File: src/rtl/multicycle_ctrl_pkg.sv
// Shared constants for the multicycle controller: opcodes, funct codes,
// ALU select codes and the controller state enumeration.
package multicycle_ctrl_pkg;

  localparam logic [5:0] OP_RTYPE = 6'h00;
  localparam logic [5:0] OP_J     = 6'h02;
  localparam logic [5:0] OP_BEQ   = 6'h04;
  localparam logic [5:0] OP_ADDI  = 6'h08;
  localparam logic [5:0] OP_LW    = 6'h23;
  localparam logic [5:0] OP_SW    = 6'h2B;

  localparam logic [5:0] FN_ADD = 6'h20;
  localparam logic [5:0] FN_SUB = 6'h22;
  localparam logic [5:0] FN_AND = 6'h24;
  localparam logic [5:0] FN_OR  = 6'h25;
  localparam logic [5:0] FN_NOR = 6'h27;
  localparam logic [5:0] FN_SLT = 6'h2A;

  localparam logic [2:0] ALU_AND = 3'b000;
  localparam logic [2:0] ALU_OR  = 3'b001;
  localparam logic [2:0] ALU_ADD = 3'b010;
  localparam logic [2:0] ALU_NOR = 3'b100;
  localparam logic [2:0] ALU_SUB = 3'b110;
  localparam logic [2:0] ALU_SLT = 3'b111;

  typedef enum logic [3:0] {
    S_FETCH  = 4'd0,
    S_DECODE = 4'd1,
    S_MEMADR = 4'd2,
    S_MEMRD  = 4'd3,
    S_MEMWB  = 4'd4,
    S_MEMWR  = 4'd5,
    S_EXEC   = 4'd6,
    S_ALUWB  = 4'd7,
    S_BRANCH = 4'd8,
    S_ADDIEX = 4'd9,
    S_ADDIWB = 4'd10,
    S_JUMP   = 4'd11
  } state_t;

  // True for every opcode the controller knows how to sequence.
  function automatic logic is_legal_op(input logic [5:0] op);
    return (op == OP_RTYPE) || (op == OP_J) || (op == OP_BEQ) ||
           (op == OP_ADDI) || (op == OP_LW) || (op == OP_SW);
  endfunction

endpackage

File: src/rtl/multicycle_ctrl_alu_decoder.sv
// R-type funct field to ALU select code. Unknown funct values fall back to ADD.
module alu_decoder
  import multicycle_ctrl_pkg::*;
(
  input  logic [5:0] i_funct,
  output logic [2:0] o_alu_sel
);

  // Pure lookup from funct to ALU operation
  always_comb begin
    o_alu_sel = ALU_ADD;
    case (i_funct)
      FN_ADD:  o_alu_sel = ALU_ADD;
      FN_SUB:  o_alu_sel = ALU_SUB;
      FN_AND:  o_alu_sel = ALU_AND;
      FN_OR:   o_alu_sel = ALU_OR;
      FN_NOR:  o_alu_sel = ALU_NOR;
      FN_SLT:  o_alu_sel = ALU_SLT;
      default: o_alu_sel = ALU_ADD;
    endcase
  end

endmodule

File: src/rtl/multicycle_ctrl.sv
// Multicycle datapath controller. Moore FSM sequencing fetch, decode and
// per-instruction execute/writeback steps; all outputs forced low in reset.
//
//  state  | meaning
//  FETCH  | IR <- mem[PC], PC <- PC+4
//  DECODE | compute branch target, dispatch on opcode (illegal retires here)
//  MEMADR | effective address = A + sign-ext imm
//  MEMRD  | read data memory
//  MEMWB  | write loaded word to rt (lw retires)
//  MEMWR  | write B to data memory (sw retires)
//  EXEC   | R-type ALU operation selected by funct
//  ALUWB  | write ALU result to rd (R-type retires)
//  BRANCH | compare A-B, load PC from ALUOut when zero (beq retires)
//  ADDIEX | A + sign-ext imm
//  ADDIWB | write result to rt (addi retires)
//  JUMP   | PC <- jump target (j retires)
module multicycle_ctrl
  import multicycle_ctrl_pkg::*;
(
  input  logic       clk,
  input  logic       reset,
  input  logic [5:0] opcode,
  input  logic [5:0] funct,
  input  logic       zero,
  output logic [2:0] alu_sel,
  output logic       alu_src_a,
  output logic [1:0] alu_src_b,
  output logic [1:0] pc_src,
  output logic       pc_en,
  output logic       ir_write,
  output logic       mem_write,
  output logic       iord,
  output logic       reg_write,
  output logic       reg_dst,
  output logic       mem_to_reg,
  output logic       instr_done
);

  state_t     r_state;
  state_t     w_state_nxt;
  logic [2:0] w_funct_sel;
  logic       w_pc_write;
  logic       w_branch;

  alu_decoder u_alu_decoder (
    .i_funct   (funct),
    .o_alu_sel (w_funct_sel)
  );

  // State register; reset always returns to FETCH, even mid-instruction
  always_ff @(posedge clk) begin
    if (reset) r_state <= S_FETCH;
    else       r_state <= w_state_nxt;
  end

  // Next-state; terminal states and unreachable encodings return to FETCH
  always_comb begin
    w_state_nxt = S_FETCH;
    case (r_state)
      S_FETCH:  w_state_nxt = S_DECODE;
      S_DECODE: begin
        case (opcode)
          OP_LW, OP_SW: w_state_nxt = S_MEMADR;
          OP_RTYPE:     w_state_nxt = S_EXEC;
          OP_BEQ:       w_state_nxt = S_BRANCH;
          OP_ADDI:      w_state_nxt = S_ADDIEX;
          OP_J:         w_state_nxt = S_JUMP;
          default:      w_state_nxt = S_FETCH;
        endcase
      end
      S_MEMADR: w_state_nxt = (opcode == OP_SW) ? S_MEMWR : S_MEMRD;
      S_MEMRD:  w_state_nxt = S_MEMWB;
      S_EXEC:   w_state_nxt = S_ALUWB;
      S_ADDIEX: w_state_nxt = S_ADDIWB;
      default:  w_state_nxt = S_FETCH;
    endcase
  end

  // Output decode from state; reset gates everything to 0 combinationally
  always_comb begin
    alu_sel    = 3'b000;
    alu_src_a  = 1'b0;
    alu_src_b  = 2'b00;
    pc_src     = 2'b00;
    ir_write   = 1'b0;
    mem_write  = 1'b0;
    iord       = 1'b0;
    reg_write  = 1'b0;
    reg_dst    = 1'b0;
    mem_to_reg = 1'b0;
    instr_done = 1'b0;
    w_pc_write = 1'b0;
    w_branch   = 1'b0;
    if (!reset) begin
      case (r_state)
        S_FETCH: begin
          ir_write   = 1'b1;
          w_pc_write = 1'b1;
          alu_src_b  = 2'b01;
          alu_sel    = ALU_ADD;
        end
        S_DECODE: begin
          alu_src_b  = 2'b11;
          alu_sel    = ALU_ADD;
          instr_done = !is_legal_op(opcode);
        end
        S_MEMADR, S_ADDIEX: begin
          alu_src_a = 1'b1;
          alu_src_b = 2'b10;
          alu_sel   = ALU_ADD;
        end
        S_MEMRD: iord = 1'b1;
        S_MEMWB: begin
          reg_write  = 1'b1;
          mem_to_reg = 1'b1;
          instr_done = 1'b1;
        end
        S_MEMWR: begin
          iord       = 1'b1;
          mem_write  = 1'b1;
          instr_done = 1'b1;
        end
        S_EXEC: begin
          alu_src_a = 1'b1;
          alu_sel   = w_funct_sel;
        end
        S_ALUWB: begin
          reg_write  = 1'b1;
          reg_dst    = 1'b1;
          instr_done = 1'b1;
        end
        S_BRANCH: begin
          alu_src_a  = 1'b1;
          alu_sel    = ALU_SUB;
          pc_src     = 2'b01;
          w_branch   = 1'b1;
          instr_done = 1'b1;
        end
        S_ADDIWB: begin
          reg_write  = 1'b1;
          instr_done = 1'b1;
        end
        S_JUMP: begin
          w_pc_write = 1'b1;
          pc_src     = 2'b10;
          instr_done = 1'b1;
        end
        default: ;
      endcase
    end
    pc_en = w_pc_write | (w_branch & zero);
  end

endmodule

File: config.mk
export PLATFORM = sky130hd
export DESIGN_NAME = multicycle_ctrl
export DESIGN_NICKNAME = d
export VERILOG_FILES = /design/src/rtl/multicycle_ctrl_pkg.sv /design/src/rtl/multicycle_ctrl_alu_decoder.sv /design/src/rtl/multicycle_ctrl.sv
export SDC_FILE = /design/constraint.sdc
export NUM_CORES = 1
export LEC_CHECK = 0
export ABC_AREA = 1
export CORE_AREA = 2 2 39 41
export DETAILED_ROUTE_END_ITERATION = 10
export DIE_AREA = 0 0 41 43
export DONT_BUFFER_PORTS = 1
export PLACE_DENSITY = 0.74
export SLEW_MARGIN = 20
export SYNTH_ARGS = -nofsm -noshare
export SYNTH_HDL_FRONTEND = slang
export SYNTH_SLANG_ARGS = --single-unit
File: constraint.sdc
create_clock -name clk -period 1.01 [get_ports clk]
set_clock_uncertainty 0.05 [all_clocks]
set_input_delay 0.101 -clock clk [delete_from_list [all_inputs] [get_ports clk]]
set_output_delay 0.101 -clock clk [all_outputs]
set_load 0.05 [all_outputs]
==> out/results.tsv, run 1 <==
metric	value	unit
outcome	stopped before the end	
lastStage	clock tree synthesis	
stop_error	[ERROR DPL-0038] Utilization greater than 100%, impossible to legalize	
syn_area	616	um^2
synth_common_cells	nand2_1 (20), nor2_1 (18), inv_1 (17)	
hold_buffers	1	
io_buffer_count	0	
synth_area_leader_cell	dfxtp_1	
synthMuxAreaShare	0	
fp.dieH	43	um
yosysWarnings	0	
synth-edff-count	0	
placementRows	14	
clock-sinks	4	
syn_inst	114	
start_util	0.445	
dp_cells	169	
synthFlopType	dfxtp_1	
synth_top_area_frac	0.130	
synth_compound_area_frac	0.171	
die_w	41	um
syn_area_per_cell	5.40	um^2
synth_top_family_by_area	simple AND/OR/NAND/NOR gates	
cts_setup_buffers	4	
synth.distinct_cells	25	
yosys.area_share.adder	0	
synth_simple_gate_area_frac	0.533	
dp_hpwl	2.15	mm
cts_buffers	3	
clock_path_buffers	2	
clock-root-buffer	clkbuf_4	
ys_seq_area_frac	0.130	
syn-num-nets	129	
place_congestion	0.891	
h-tree-depth	1	
async_flop_share	0	
synthXorXnorAreaFrac	0	
synth_area_leaders	dfxtp_1 (13%), nand2_1 (12%), nor2_1 (11%), inv_1 (10%), nand3_1 (8.9%)	
ctsResizeCount	41	
synth_seq_cells	4	
ios	31	
synth_most_common_cell	nand2_1	
cells by family after synthesis:
logic type,Yosys count
flip-flops,4
AND/OR/NAND/NOR,67
buffers and inverters,25
AO/OA/AOI/OAI,18
through the flow:
| stage | utilization | hold WS (ns) | area [um^2] | setup WS [ns] |
|---|---|---|---|---|
| global placement | 0.915 | 0.117 | 1270 | -0.353 |
| detailed placement | 0.915 | 0.122 | 1270 | -0.411 |
| floorplan | - | 0.208 | 817 | -0.496 |
==> inputs of run 2 (changes only) <==
CORE_AREA = 2 2 63 65   (was 2 2 39 41)
DIE_AREA = 0 0 65 67   (was 0 0 41 43)
PLACE_DENSITY = not set   (was 0.74)
PLACE_DENSITY_LB_ADDON = 0.15   (was not set)
clock period = 1.3 ns   (was 1.01 ns; I/O delays follow)
==> run 2 against run 1 <==
  * The flow now finishes, with violations (negative setup slack)
  * Synthesized cell count unchanged
  * Area after synthesis did not move
==> out/results.tsv, run 2 <==
metric	value	unit	change
synth_top_area_frac	0.130		unchanged
synth_seq_cells	4		unchanged
cp_max_fo	4		
clock.fmax	0.653	GHz	
wire_per_inst	11.1	um	
yosysWarnings	0		unchanged
cts.clk_slew.worst_paths	0.04	ns	
failed_checks	negative setup slack		
fillers	381		
path_cells	inv_4 > nor2_4 > nand2_4 > inv_1 > nand2_1 > a21oi_4 > buf_12		
start_util	0.171		-0.274
num_vias	875		
wl	2.23	mm	
cp_slowest_cell	dfxtp_4		
grt_use_total	0.113		
worst_pin_slew	0.342	ns	
arrival	1.35	ns	
final_cell_mix	buf_4 (14), inv_1 (12), nand2_1 (12)		
synth-edff-count	0		unchanged
syn_area	616	um^2	unchanged
areaGrowthSynthToFinish	137	%	
grt_pass1_vias	882		
synthFlopType	dfxtp_1		
drive_gt1_frac	0.621		
timing.final.crit_period	1.53	ns	
p_sw_frac	0.338		
drc_errors	0		
pwr-share-seq	0.193		
synth_area_leader_cell	dfxtp_1		
async_flop_share	0		unchanged
drv_cap	0		
register_area	95.1	um^2	
antenna_cells	0		
cp.buffers_inverters	3		
synth_common_cells	nand2_1 (20), nor2_1 (18), inv_1 (17)		
finalHoldViolCount	0		
cts_tree	done		
antenna_left	0		
rsz0062_at_grt	true		
clock-root-buffer	clkbuf_8		
dp_hpwl	1.81	mm	-16%
report.final.slew_viol_count	0		
powerDensity	470	nW/um^2	
worstSetupPathType	flop to output pin		
rrSetupSlack	0.09	ns	
clock_path_buffers	2		unchanged
p_leak	0.640	nW	
ios	31		unchanged
drt_iter0_markers	10		
comb_power_share	0.402		
cp-end-kind	output pin		
synth_area_leaders	dfxtp_1 (13%), nand2_1 (12%), nor2_1 (11%), inv_1 (10%), nand3_1 (8.9%)		
cp_top_family	flip-flops		
placementRows	22		+8
clkPwrFrac	0.406		
clk_latency	0.22	ns	
slowest_delay	0.38	ns	
antenna_found_initial	0		
core	3610	um^2	
nNetsFinal	169		
syn_area_per_cell	5.40	um^2	unchanged
vias_per_cell	4.35		
syn-num-nets	129		unchanged
hp-class	input pin to flop		
multiInputGateArea	697	um^2	
clock-sinks	4		unchanged
setup-tns-final	-2.75	ns	
whs	0.0320	ns	
grt_pass1_wl	3.82	mm	
largest_reg_flops	4		
dr.pass1.iters	4		
fin_ws	-0.231	ns	
fp.dieH	67	um	+56%
io_buffer_count	0		unchanged
slew_headroom	0.771		
die_w	65	um	+59%
top_regs	r_state x4		
grt_max_degree	15		
critPathLaunchType	flop		
regMostFlops	r_state		
setup-violations-final	16		
synth.distinct_cells	25		unchanged
syn_inst	114		unchanged
p_switching	0.231	mW	
timing.final.crit_share	1.18		
h-tree-depth	1		unchanged
ys_seq_area_frac	0.130		unchanged
max-vdd-ir-drop	0.770	mV	
outcome	finished, violations left		
dieArea	4360	um^2	
layout_commonest_cell	buf_4		
grt.overflow.total	0		
cts_buffers	3		unchanged
place_congestion	0.835		-6.3%
synth_most_common_cell	nand2_1		
p_int	0.453	mW	
worstPathRequired	1.12	ns	
==> run 2: worst register-to-register path: cells and delay by family (launching register included) <==
kind / cells / cell delay, ns
buffers and inverters: 3 / 0.27
AND/OR/NAND/NOR: 3 / 0.24
flip-flops: 1 / 0.40
AO/OA/AOI/OAI: 2 / 0.17
==> run 2: metal layers <==
layer | track usage | share of wire | wire length, um | vias up
met2 | 0.216 | 0.54 | 1200 | 29
met3 | 0.0321 | 0.066 | 146 | 2
li1 | - | - | - | 449
met1 | 0.122 | 0.39 | 877 | 395
met5 | 0 | 0 | 0 | -
met4 | 0.0266 | 0.0031 | 7 | 0
==> run 2: path summary, 6_finish.rpt <==
| path | start | endpoint | cells after the start |
|---|---|---|---|
| worst min-delay path | reset | r_state[2] | 3 |
| worst max-delay path | r_state[2] | alu_sel[1] | 7 |
| worst min register to register | r_state[3] | r_state[0] | 3 |
| worst max register to register | r_state[3] | r_state[1] | 8 |
==> run 2: per-stage QoR <==
| step | total power, mW | setup slack, ns | utilization | cell area (um^2) | cells |
|---|---|---|---|---|---|
| floorplan | 0.305 | -0.235 | - | 795 | 114 |
| global placement | 0.378 | -0.107 | 0.337 | 1220 | 192 |
| detailed placement | 0.379 | -0.110 | 0.337 | 1220 | 192 |
| CTS | 0.688 | -0.255 | 0.380 | 1370 | 200 |
| global route | 0.725 | -0.301 | 0.404 | 1460 | 201 |
| finish | 0.685 | -0.231 | 0.404 | 1460 | 201 |
==> run 2: layout make-up <==
class | instances | share of cell area
Tap cell | 48 | 0.0412
Multi-Input combinational cell | 85 | 0.478
Sequential cell | 4 | 0.0652
Inverter | 23 | 0.0695
Clock buffer | 4 | 0.0309
Timing Repair Buffer | 37 | 0.315
==> run 2: kinds of logic (layout without fill, tap and decap cells) <==
logic type / after synthesis / after routing / synth area share
AND/OR/NAND/NOR: 67 / 67 / 0.533
buffers and inverters: 25 / 64 / 0.167
AO/OA/AOI/OAI: 18 / 18 / 0.171
flip-flops: 4 / 4 / 0.130
==> run 2: power groups by stage <==
| stage | registers, mW | logic (mW) | clock network, mW |
|---|---|---|---|
| 3_3_place_gp | 0.136 | 0.243 | 0 |
| 3_5_place_dp | 0.136 | 0.243 | 0 |
| 4_1_cts | 0.131 | 0.267 | 0.290 |
| 6_report | 0.132 | 0.275 | 0.278 |
| 2_1_floorplan | 0.134 | 0.171 | 0 |
| 5_1_grt | 0.132 | 0.295 | 0.297 |
==> run 2: timing repair <==
| item | in CTS | in global routing |
|---|---|---|
| buffers inserted | 3 | 1 |
| pin swaps | 4 | 10 |
| endpoints found under the setup margin | 16 | 17 |
| resized for setup | 23 | 22 |
| hold buffers | 1 | 0 |
| hold endpoints to repair | 3 | 0 |
(Power assumes the default switching activity.)
